[config.mk]
export PLATFORM = sky130hd
export DESIGN_NAME = timer_iv_ctrl_flat
export DESIGN_NICKNAME = d
export VERILOG_FILES = /design/src/rtl/timer_pkg.sv /design/src/rtl/timer_iv_ctrl_if.sv /design/src/rtl/timer_iv_prio.sv /design/src/rtl/timer_iv_ctrl.sv /design/src/flat_wrapper.sv
export SDC_FILE = /design/constraint.sdc
export NUM_CORES = 1
export LEC_CHECK = 0
export CAP_MARGIN = 20
export CORE_UTILIZATION = 33
export DETAILED_ROUTE_END_ITERATION = 8
export GPL_TIMING_DRIVEN = 0
export PLACE_DENSITY_LB_ADDON = 0.12
export SLEW_MARGIN = 30
export SYNTH_ARGS = -nofsm -noshare
export SYNTH_HDL_FRONTEND = slang
export SYNTH_SLANG_ARGS = --single-unit
export TNS_END_PERCENT = 10
[constraint.sdc]
create_clock -name MCLK -period 1.15 [get_ports MCLK]
set_clock_uncertainty 0.05 [all_clocks]
set_input_delay 0.1725 -clock MCLK [delete_from_list [all_inputs] [get_ports MCLK]]
set_output_delay 0.1725 -clock MCLK [all_outputs]
set_load 0.02 [all_outputs]
[src/rtl/timer_pkg.sv]
// Shared Timer_A/Timer_B definitions: interrupt-vector codes and read-FSM encoding.
package timer_pkg;

  localparam int CCM_MAX = 7;

  localparam logic [3:0] IV_NONE  = 4'h0;
  localparam logic [3:0] IV_CCR1  = 4'h2;
  localparam logic [3:0] IV_CCR2  = 4'h4;
  localparam logic [3:0] IV_CCR3  = 4'h6;
  localparam logic [3:0] IV_CCR4  = 4'h8;
  localparam logic [3:0] IV_CCR5  = 4'hA;
  localparam logic [3:0] IV_CCR6  = 4'hC;
  localparam logic [3:0] IV_TAIFG = 4'hE;

  typedef enum logic [1:0] {
    ST_IDLE = 2'd0,
    ST_HOLD = 2'd1,
    ST_CLR  = 2'd2
  } rdState_t;

endpackage

[src/rtl/timer_iv_ctrl_if.sv]
// Flag, read and vector signals between the timer core / CPU bus and the IV controller.
interface timer_iv_ctrl_if #(
  parameter int CCM_COUNT = 3
);
  logic                 taifg;
  logic                 taie;
  logic [CCM_COUNT-1:0] ccifg;
  logic [CCM_COUNT-1:0] ccie;
  logic                 iv_rd;
  logic                 int0_ack;
  logic                 dbg_halt;
  logic [3:0]           iv_q;
  logic                 int0;
  logic                 int1;
  logic                 taifg_clr;
  logic [CCM_COUNT-1:0] ccifg_clr;

  modport master (
    output taifg, taie, ccifg, ccie, iv_rd, int0_ack, dbg_halt,
    input  iv_q, int0, int1, taifg_clr, ccifg_clr
  );

  modport slave (
    input  taifg, taie, ccifg, ccie, iv_rd, int0_ack, dbg_halt,
    output iv_q, int0, int1, taifg_clr, ccifg_clr
  );
endinterface

[src/rtl/timer_iv_prio.sv]
// Combinational IV priority encoder: lowest enabled CCRn (n>=1) wins, then overflow.
module timer_iv_prio
  import timer_pkg::*;
#(
  parameter int         CCM_COUNT = 3,
  parameter logic [3:0] OVF_IV    = IV_TAIFG
) (
  input  logic [CCM_COUNT-1:0] ccifg,
  input  logic [CCM_COUNT-1:0] ccie,
  input  logic                 taifg,
  input  logic                 taie,
  output logic [3:0]           code
);

  logic [CCM_COUNT-1:0] hits;
  logic [CCM_COUNT-1:0] shifted;
  logic                 unusedCcr0;

  assign hits       = ccifg & ccie;
  // CCR0 has its own vector and never enters TAxIV.
  assign unusedCcr0 = hits[0];

  always_comb begin
    code    = (taifg && taie) ? OVF_IV : IV_NONE;
    shifted = '0;
    for (int n = CCM_COUNT - 1; n >= 1; n--) begin
      shifted = hits >> n;
      if (shifted[0]) code = 4'(2 * n);
    end
  end

endmodule

[src/rtl/timer_iv_ctrl.sv]
// TAxIV register with read freeze, clear-on-read pulse generation and CCR0 acknowledge clear.
module timer_iv_ctrl
  import timer_pkg::*;
#(
  parameter int         CCM_COUNT = 3,
  parameter logic [3:0] OVF_IV    = IV_TAIFG,
  parameter bit         DBG_NOCLR = 1'b1
) (
  input  logic      MCLK,
  input  logic      reset_n,
  timer_iv_ctrl_if.slave bus
);

  rdState_t             stateQ, stateD;
  logic                 dbgSeenQ, dbgSeenD;
  logic                 enterClr, clrEn;
  logic [3:0]           cand;
  logic [3:0]           ivQ;
  logic                 int0Q, int1Q;
  logic                 taifgClrQ, readClrOvf;
  logic [CCM_COUNT-1:0] ccifgClrQ, readClrCcr;

  function automatic logic [CCM_COUNT-1:0] ccrClr(input logic [3:0] code);
    logic [CCM_COUNT-1:0] c;
    c = '0;
    for (int n = 1; n < CCM_COUNT; n++)
      if (code == 4'(2 * n) && code != OVF_IV) c = CCM_COUNT'(1) << n;
    return c;
  endfunction

  timer_iv_prio #(.CCM_COUNT(CCM_COUNT), .OVF_IV(OVF_IV)) u_prio (
    .ccifg (bus.ccifg),
    .ccie  (bus.ccie),
    .taifg (bus.taifg),
    .taie  (bus.taie),
    .code  (cand)
  );

  always_comb begin
    stateD   = stateQ;
    dbgSeenD = 1'b0;
    enterClr = 1'b0;
    case (stateQ)
      ST_IDLE: if (bus.iv_rd) begin
        stateD   = ST_HOLD;
        dbgSeenD = bus.dbg_halt;
      end
      ST_HOLD: begin
        dbgSeenD = dbgSeenQ | bus.dbg_halt;
        if (!bus.iv_rd) begin
          stateD   = ST_CLR;
          enterClr = 1'b1;
        end
      end
      ST_CLR:  stateD = ST_IDLE;
      default: stateD = ST_IDLE;
    endcase
    // Clears are registered on the HOLD->CLR edge so the pulse occupies exactly the CLR cycle.
    clrEn      = enterClr && !(DBG_NOCLR && (dbgSeenQ || bus.dbg_halt));
    readClrCcr = clrEn ? ccrClr(ivQ) : '0;
    readClrOvf = clrEn && (ivQ == OVF_IV) && (ivQ != IV_NONE);
  end

  always_ff @(posedge MCLK or negedge reset_n) begin
    if (!reset_n) begin
      stateQ    <= ST_IDLE;
      dbgSeenQ  <= 1'b0;
      ivQ       <= IV_NONE;
      int0Q     <= 1'b0;
      int1Q     <= 1'b0;
      taifgClrQ <= 1'b0;
      ccifgClrQ <= '0;
    end else begin
      stateQ   <= stateD;
      dbgSeenQ <= dbgSeenD;
      // Freeze is exactly "not IDLE": the vector loads on the read's first edge, then holds.
      if (stateQ == ST_IDLE) begin
        ivQ   <= cand;
        int1Q <= (cand != IV_NONE);
      end
      int0Q     <= bus.ccifg[0] & bus.ccie[0];
      taifgClrQ <= readClrOvf;
      ccifgClrQ <= readClrCcr | CCM_COUNT'(bus.int0_ack);
    end
  end

  assign bus.iv_q      = ivQ;
  assign bus.int0      = int0Q;
  assign bus.int1      = int1Q;
  assign bus.taifg_clr = taifgClrQ;
  assign bus.ccifg_clr = ccifgClrQ;

endmodule

[src/flat_wrapper.sv]
// flat-port wrapper written by rule: the top's interface ports become plain ports
module timer_iv_ctrl_flat import timer_pkg::*;
#(
  parameter int         CCM_COUNT = 3,
  parameter logic [3:0] OVF_IV    = IV_TAIFG,
  parameter bit         DBG_NOCLR = 1'b1
)
  (MCLK, reset_n, bus_taifg, bus_taie, bus_ccifg, bus_ccie, bus_iv_rd, bus_int0_ack, bus_dbg_halt, bus_iv_q, bus_int0, bus_int1, bus_taifg_clr, bus_ccifg_clr);
  timer_iv_ctrl_if #(.CCM_COUNT(CCM_COUNT)) bus_i ();
  input  logic MCLK;
  input  logic reset_n;
  input wire logic [$bits(bus_i.taifg)-1:0] bus_taifg;
  input wire logic [$bits(bus_i.taie)-1:0] bus_taie;
  input wire logic [$bits(bus_i.ccifg)-1:0] bus_ccifg;
  input wire logic [$bits(bus_i.ccie)-1:0] bus_ccie;
  input wire logic [$bits(bus_i.iv_rd)-1:0] bus_iv_rd;
  input wire logic [$bits(bus_i.int0_ack)-1:0] bus_int0_ack;
  input wire logic [$bits(bus_i.dbg_halt)-1:0] bus_dbg_halt;
  output wire logic [$bits(bus_i.iv_q)-1:0] bus_iv_q;
  output wire logic [$bits(bus_i.int0)-1:0] bus_int0;
  output wire logic [$bits(bus_i.int1)-1:0] bus_int1;
  output wire logic [$bits(bus_i.taifg_clr)-1:0] bus_taifg_clr;
  output wire logic [$bits(bus_i.ccifg_clr)-1:0] bus_ccifg_clr;
  assign bus_i.taifg = bus_taifg;
  assign bus_i.taie = bus_taie;
  assign bus_i.ccifg = bus_ccifg;
  assign bus_i.ccie = bus_ccie;
  assign bus_i.iv_rd = bus_iv_rd;
  assign bus_i.int0_ack = bus_int0_ack;
  assign bus_i.dbg_halt = bus_dbg_halt;
  assign bus_iv_q = bus_i.iv_q;
  assign bus_int0 = bus_i.int0;
  assign bus_int1 = bus_i.int1;
  assign bus_taifg_clr = bus_i.taifg_clr;
  assign bus_ccifg_clr = bus_i.ccifg_clr;
  timer_iv_ctrl #(.CCM_COUNT(CCM_COUNT), .OVF_IV(OVF_IV), .DBG_NOCLR(DBG_NOCLR)) u_core (.MCLK(MCLK), .reset_n(reset_n), .bus(bus_i));
endmodule
==> summary.md, run 1 <==
| Metric | Value |
|---|---|
| CP max stage cell | `dfrtp_2` |
| Number of synthesized flops with an enable pin | `0` |
| Final Slew Violations | `0` |
| Design area | `727 µm²` |
| Non-Filler Instances | `82` |
| Seq cells post-synth | `12` |
| DR WL/cell | `11.1 µm` |
| NumNets Final | `81` |
| Worst Hold Class | `primary input to asynchronous set/reset pin` |
| CP Launch Type | `register` |
| Critical Path End Type | `register` |
| CTS clk-pin slew, worst paths | `80 ps` |
| Pre-antenna DRT Iters | `4` |
| Initial DRC Count | `8` |
| Sequential area share after synthesis | `64.2%` |
| Max-Cap Viols | `0` |
| WP data required | `1280 ps` |
| Synth cell types | `16` |
| # diodes | `0` |
| Total power | `1000 µW` |
| Die Wd | `39.7 µm` |
| CTS Buf Count | `3` |
| Grt ovf | `0` |
| Placed cell count | `76` |
| Endpoints failing setup | `1` |
| Final period utilization | `101%` |
| Core area | `1320 µm²` |
| Peak Freq | `0.865 GHz` |
| Largest net degree at the start of global routing | `13` |
| Worst Hold Slack | `202 ps` |
| Post-synth top flop | `dfrtp_1` |
| RSZ-0062 raised after global routing | `yes` |
| Vias in the first global route | `361` |
| Largest fanout on the critical path | `6` |
| Area Overhead vs Synth | `55.3%` |
| Ports | `23` |
| Crit Path Category | `register to register` |
| Post-Syn Area per Cell | `11.7 µm²` |
| HPWL Detailed | `655 µm` |
| Share of cells above drive strength 1 | `35.8%` |
| Clock Sinks | `12` |
| IO Port Bufs | `21` |
| Setup ws final | `-6.04 ps` |
| ANT nets after route | `0` |
| Slew margin rel. | `64.0%` |
| Die footprint | `1570 µm²` |
| RePlAce Congestion | `0.711` |
| Crit path time final | `1160 ps` |
| Synth warn | `0` |
| IR drop worst, VDD | `0.547 mV` |
| Rows | `13` |
| Status | `finished with violations` |
| PwrDens | `1380 nW/µm²` |
| Worst EP arrival | `1280 ps` |
| Post-synth ARST share | `100%` |
| Worst-Margin Slew | `538 ps` |
| Final hold vios | `0` |
| Hold_buf cts | `0` |
| CTS H-Tree Depth | `1` |
| Die H | `39.7 µm` |
| Clock Latency Late Sink | `270 ps` |
| Cell breakdown of the critical path | `nor3b_4 -> nand2_2 -> nor4b_2` |
| Synth Instances | `40` |
| Buffer depth of the longest clock path | `2` |
| Total track usage | `13.8%` |
| Post-synth top area share | `64.2%` |
| Top post-synthesis cells by area | `dfrtp_1, nor4b_2, o21ai_0, nor2_1, a21oi_1` |
| Vias per cell | `4.72` |
| Synthesized area | `468 µm²` |
| Worst path max stage delay | `460 ps` |
| Initial Util | `35.5%` |
| Leak Pwr | `0.000325 µW` |
| Initial antenna violation count | `0` |
| Via count | `387` |
| Failing checks | `setup timing` |
| Net count after synthesis | `53` |
| CTS tree | `done` |
| Placement Setup Slack | `-189 ps` |
| Root Buffer | `clkbuf_4` |
| Post-DP Area | `697 µm²` |
| First-pass GRT wire length | `1.45 mm` |
| WL final | `912 µm` |
| Yosys top cell by area | `dfrtp_1` |
| DRC | `0` |
## layer usage
| layer | up-vias | part of all wire (%) | track usage (%) |
|---|---|---|---|
| met2 | 14 | 47 | 20.5 |
| met5 | - | 0 | 0 |
| met3 | 0 | 5.7 | 3.41 |
| li1 | 191 | - | - |
| met1 | 182 | 47 | 19.0 |
| met4 | 0 | 0 | 5.17 |
## state kept, by name (all words and copies together), names as in the netlist
name / cells
u_core.bus.ccifg_clr: 3
u_core.stateQ: 2
u_core.bus.iv_q: 3
u_core.bus.int1: 1
u_core.dbgSeenQ: 1
u_core.bus.int0: 1
u_core.bus.taifg_clr: 1
## final cells by class
| cell class | count | area (µm²) |
|---|---|---|
| plain buffers | 1 | 7.51 |
| clock buffers | 4 | 36.3 |
| fillers | 114 | 591 |
| inverters | 1 | 3.75 |
| multi-input cells | 26 | 168 |
| flip-flops and latches | 12 | 304 |
| well taps | 15 | 18.8 |
| repair buffers | 23 | 189 |
## power breakdown
group,internal [µW],leakage [µW],switching [µW]
Combinational,95.4,0.000156,88.3
Sequential,456,0.000149,30.7
Clock,192,0.0000210,140
## critical path: cells and delay by family (launching register included)
family | cells | cell delay (ps)
flip-flops | 1 | 460
AND/OR/NAND/NOR | 3 | 560
## through the flow
stage	TNS [ps]	utilization, %
global placement	-1220	52.9
finish	-6.04	55.2
floorplan	0	-
CTS	-15.9	56.1
global route	-185	55.2
detailed placement	-1280	52.9
## synthesized netlist by cell type, types with 2 or more instances
| library cell | instances |
|---|---|
| nand3_1 | 2 |
| nor2_1 | 5 |
| nor4b_2 | 2 |
| o21ai_0 | 5 |
| a21oi_1 | 3 |
| nand2_1 | 2 |
| dfrtp_1 | 12 |
## cell families after synthesis
logic type | Yosys count | synth area share [%]
buffers and inverters | 2 | 2.41
AO/OA/AOI/OAI | 10 | 11.8
flip-flops | 12 | 64.2
other | 1 | 0.801
AND/OR/NAND/NOR | 15 | 20.9
## worst paths after layout
path                                                      from                           endpoint  slack (ps)  cells past startpoint
worst max-delay path              u_core.stateQ[1]$_DFFE_PN0P_  u_core.bus.ccifg_clr[2]$_DFF_PN0_          -6                      3
worst min-delay path                                   reset_n  u_core.bus.ccifg_clr[2]$_DFF_PN0_         200                      1
worst max register to register    u_core.stateQ[1]$_DFFE_PN0P_  u_core.bus.ccifg_clr[2]$_DFF_PN0_          -6                      3
worst min register to register  u_core.bus.iv_q[2]$_DFFE_PN0N_  u_core.bus.ccifg_clr[1]$_DFF_PN0_         440                      1
max in group asynchronous                              reset_n     u_core.bus.iv_q[2]$_DFFE_PN0N_         460                      1
min in group MCLK                                 bus_int0_ack  u_core.bus.ccifg_clr[0]$_DFF_PN0_         290                      1
## cells in the final DEF (no fill, tap or decap)
cell type | synthesis | final
a21oi_1 | 3 | 3
and2_1 | 1 | 1
clkbuf_2 | 0 | 5
clkdlybuf4s50_1 | 0 | 12
a22oi_1 | 1 | 1
conb_1 | 1 | 1
dfrtp_1 | 12 | 9
clkbuf_8 | 0 | 1
buf_2 | 0 | 2
clkdlybuf4s15_2 | 0 | 1
inv_1 | 1 | 1
nand3_1 | 2 | 2
a211oi_2 | 0 | 1
nor3b_4 | 0 | 1
nor4b_2 | 2 | 2
nand2_1 | 2 | 2
nor2_1 | 5 | 5
nor2b_1 | 1 | 1
dfrtp_2 | 0 | 3
buf_4 | 1 | 4
clkbuf_4 | 0 | 3
o21ai_0 | 5 | 5
nand2_2 | 1 | 1
## timing repair
action | 4_1_cts | 5_1_grt
endpoints found under the setup margin | 13 | 12
setup buffers | 1 | 1
resized for setup | 26 | 10
pin swaps | 1 | 0
Power figures use the tool's default switching activity.
==> inputs of run 2 (changes only) <==
--- a/config.mk
+++ b/config.mk
@@ -6,6 +6,7 @@
 export NUM_CORES = 1
 export LEC_CHECK = 0
 export CAP_MARGIN = 20
+export CORE_MARGIN = 2
 export CORE_UTILIZATION = 33
 export DETAILED_ROUTE_END_ITERATION = 8
 export GPL_TIMING_DRIVEN = 0
==> run 2 against run 1 <==
  * The run still ends with setup timing left
  * Critical path depth unchanged
  * Sequential share of layout area shrank 0.17 points
  * Sequential power is essentially flat
  * Sequential cell count stayed put
  * Global-route usage decreased by 2.5 points
  * Clock power hardly changed
  * Setup slack gained 5.8 ps
  * Die area rose by 10%
  * Power decreased by 0.40%
  * Routed wire length decreased by 5.2%
  * Worst hold slack about the same
  * Combinational power about the same
  * Critical path type unchanged
==> summary.md, run 2 (synthesis results as in run 1) <==
| Metric | Value |
|---|---|
| Vias per cell | `4.70 (-0.44%)` |
| Worst path max stage delay | `450 ps (about the same)` |
| DR WL/cell | `10.4 µm (-6.3%)` |
| Pre-antenna DRT Iters | `4 (unchanged)` |
| Die Wd | `41.7 µm (+5.0%)` |
| DRC | `0 (unchanged)` |
| ANT nets after route | `0 (unchanged)` |
| Placement Setup Slack | `-199 ps (-10.8 ps)` |
| Critical Path End Type | `register` |
| Area Overhead vs Synth | `55.3% (unchanged)` |
| Vias in the first global route | `368 (+1.9%)` |
| Crit path time final | `1150 ps (-5.79 ps)` |
| CTS tree | `done` |
| Fin util | `55.2% (unchanged)` |
| GR met2 Demand/Resource | `17.2% (-3.3 points)` |
| Endpoints failing setup | `1 (unchanged)` |
| Slew margin rel. | `63.9% (about the same)` |
| Share of cells above drive strength 1 | `35.3% (-0.53 points)` |
| Cell breakdown of the critical path | `nor3b_4 -> nand2_2 -> nor4b_2` |
| Worst path bufs/invs | `0 (unchanged)` |
| Final hold vios | `0 (unchanged)` |
| Core area | `1320 µm² (unchanged)` |
| Crit Path Category | `register to register` |
| Status | `finished with violations` |
| Failing checks | `setup timing` |
| IO Port Bufs | `21 (unchanged)` |
| Initial antenna violation count | `0 (unchanged)` |
| Most common cell after layout, fill and taps aside | `clkdlybuf4s50_1` |
| Buffer depth of the longest clock path | `2 (unchanged)` |
| Clock Sinks | `12 (unchanged)` |
| IR drop worst, VDD | `0.945 mV (+73%)` |
| Crit path depth | `3 (unchanged)` |
| RePlAce Congestion | `0.725 (+2.0%)` |
| First-pass GRT wire length | `1.44 mm (-0.97%)` |
| Total track usage | `11.3% (-2.5 points)` |
| Initial Util | `35.5% (unchanged)` |
| Die footprint | `1740 µm² (+10%)` |
| Grt ovf | `0 (unchanged)` |
| Worst EP arrival | `1280 ps (about the same)` |
| Clock Latency Late Sink | `270 ps (about the same)` |
| Ports | `23 (unchanged)` |
| Rows | `13 (unchanged)` |
| Final period utilization | `100% (-0.50 points)` |
| Most used routing layer | `met2` |
| Met3 Use GR | `8.26% (+4.9 points)` |
| Worst reg-to-reg path cell count | `3 (unchanged)` |
| Root Buffer | `clkbuf_4` |
| Die H | `41.7 µm (+5.0%)` |
| WP data required | `1280 ps (about the same)` |
| Design area | `727 µm² (unchanged)` |
| Largest net degree at the start of global routing | `13 (unchanged)` |
| Final Slew Violations | `0 (unchanged)` |
| HPWL Detailed | `616 µm (-6.0%)` |
| Initial DRC Count | `7 (-1)` |
| CP max stage cell | `dfrtp_2` |
| Most frequent cells in the layout | `clkdlybuf4s50_1, dfrtp_1` |
| RSZ-0062 raised after global routing | `yes` |
| Via count | `390 (+0.78%)` |
| Largest fanout on the critical path | `5 (-1)` |
| Leak Pwr | `0.000329 µW (+1.3%)` |
| Top cell family by delay on the critical path | `simple AND/OR/NAND/NOR gates` |
| Worst Hold Class | `primary input to asynchronous set/reset pin` |
| Worst-Margin Slew | `539 ps (+0.837 ps)` |
| CTS Buf Count | `3 (unchanged)` |
| CTS H-Tree Depth | `1 (unchanged)` |
| Met1 Resource Use GR | `13.0% (-6.0 points)` |
| # diodes | `0 (unchanged)` |
| WL final | `865 µm (-5.2%)` |
| CP Launch Type | `register` |
| Peak Freq | `0.869 GHz (+0.50%)` |
| PwrDens | `1370 nW/µm² (-0.40%)` |
| Post-DP Area | `697 µm² (unchanged)` |
| CTS clk-pin slew, worst paths | `70 ps (about the same)` |
| Setup ws final | `-0.245 ps (+5.79 ps)` |
| NumNets Final | `82 (+1.2%)` |
| Max-Cap Viols | `0 (unchanged)` |
| Worst Hold Slack | `202 ps (-0.121 ps)` |
-- run 2: cell types whose count changed in the layout (fill, tap and decap cells not counted) --
cell	change
dfrtp_2	-1
buf_2	+1
dfrtp_1	+1
buf_4	+1
clkdlybuf4s15_2	-1
-- run 2: path summary, 6_finish.rpt --
| kind | startpoint | end | slack [ps] |
|---|---|---|---|
| worst max-delay path | u_core.stateQ[1]$_DFFE_PN0P_ | u_core.bus.ccifg_clr[2]$_DFF_PN0_ | -0.2 |
| worst min-delay path | reset_n | u_core.bus.ccifg_clr[0]$_DFF_PN0_ | 200 |
| worst max register to register | u_core.stateQ[1]$_DFFE_PN0P_ | u_core.bus.ccifg_clr[2]$_DFF_PN0_ | -0.2 |
| worst min register to register | u_core.bus.iv_q[1]$_DFFE_PN0N_ | u_core.bus.ccifg_clr[2]$_DFF_PN0_ | 450 |
| max in group asynchronous | reset_n | u_core.stateQ[1]$_DFFE_PN0P_ | 460 |
| min in group MCLK | bus_int0_ack | u_core.bus.ccifg_clr[0]$_DFF_PN0_ | 290 |
-- run 2: report_power, final --
group / internal (µW) / switching [µW] / total [µW]
Clock: 192 / 138 / 330
Sequential: 455 / 28.8 / 484
Combinational: 94.2 / 89.6 / 184
-- run 2: per-stage QoR --
step | std cells | TNS [ps] | power (µW)
2_1_floorplan | 40 | 0 | 568
4_1_cts | 81 | -17.3 | 1010
5_1_grt | 83 | -124 | 1060
6_report | 83 | -0.245 | 998
3_5_place_dp | 76 | -1220 | 679
3_3_place_gp | 76 | -1230 | 678
-- run 2: area by class of cell --
| class | instances | area [µm²] |
|---|---|---|
| fillers | 129 | 591 |
| multi-input cells | 26 | 168 |
| inverters | 1 | 3.75 |
| flip-flops and latches | 12 | 303 |
| plain buffers | 1 | 7.51 |
| repair buffers | 24 | 190 |
| clock buffers | 4 | 36.3 |
| well taps | 15 | 18.8 |
-- run 2: repair_timing --
item / CTS / global route
endpoints found under the setup margin: 12 / 13
gates resized for setup: 26 / 10
buffers inserted: 1 / 2
hold buffers: 0 / 0
pin swaps: 1 / 0
-- run 2: per-layer routing --
layer	up-vias	share of wire (%)
met4	0	0
li1	192	-
met1	176	47
met3	0	11
met5	-	0
met2	22	43
==> inputs of run 3 (changes only) <==
--- a/config.mk
+++ b/config.mk
@@ -5,7 +5,6 @@
 export SDC_FILE = /design/constraint.sdc
 export NUM_CORES = 1
 export LEC_CHECK = 0
-export CAP_MARGIN = 20
 export CORE_MARGIN = 2
 export CORE_UTILIZATION = 33
 export DETAILED_ROUTE_END_ITERATION = 8
==> results of run 3 <==
Final layout, timing and power as in run 2 (identical DEF).
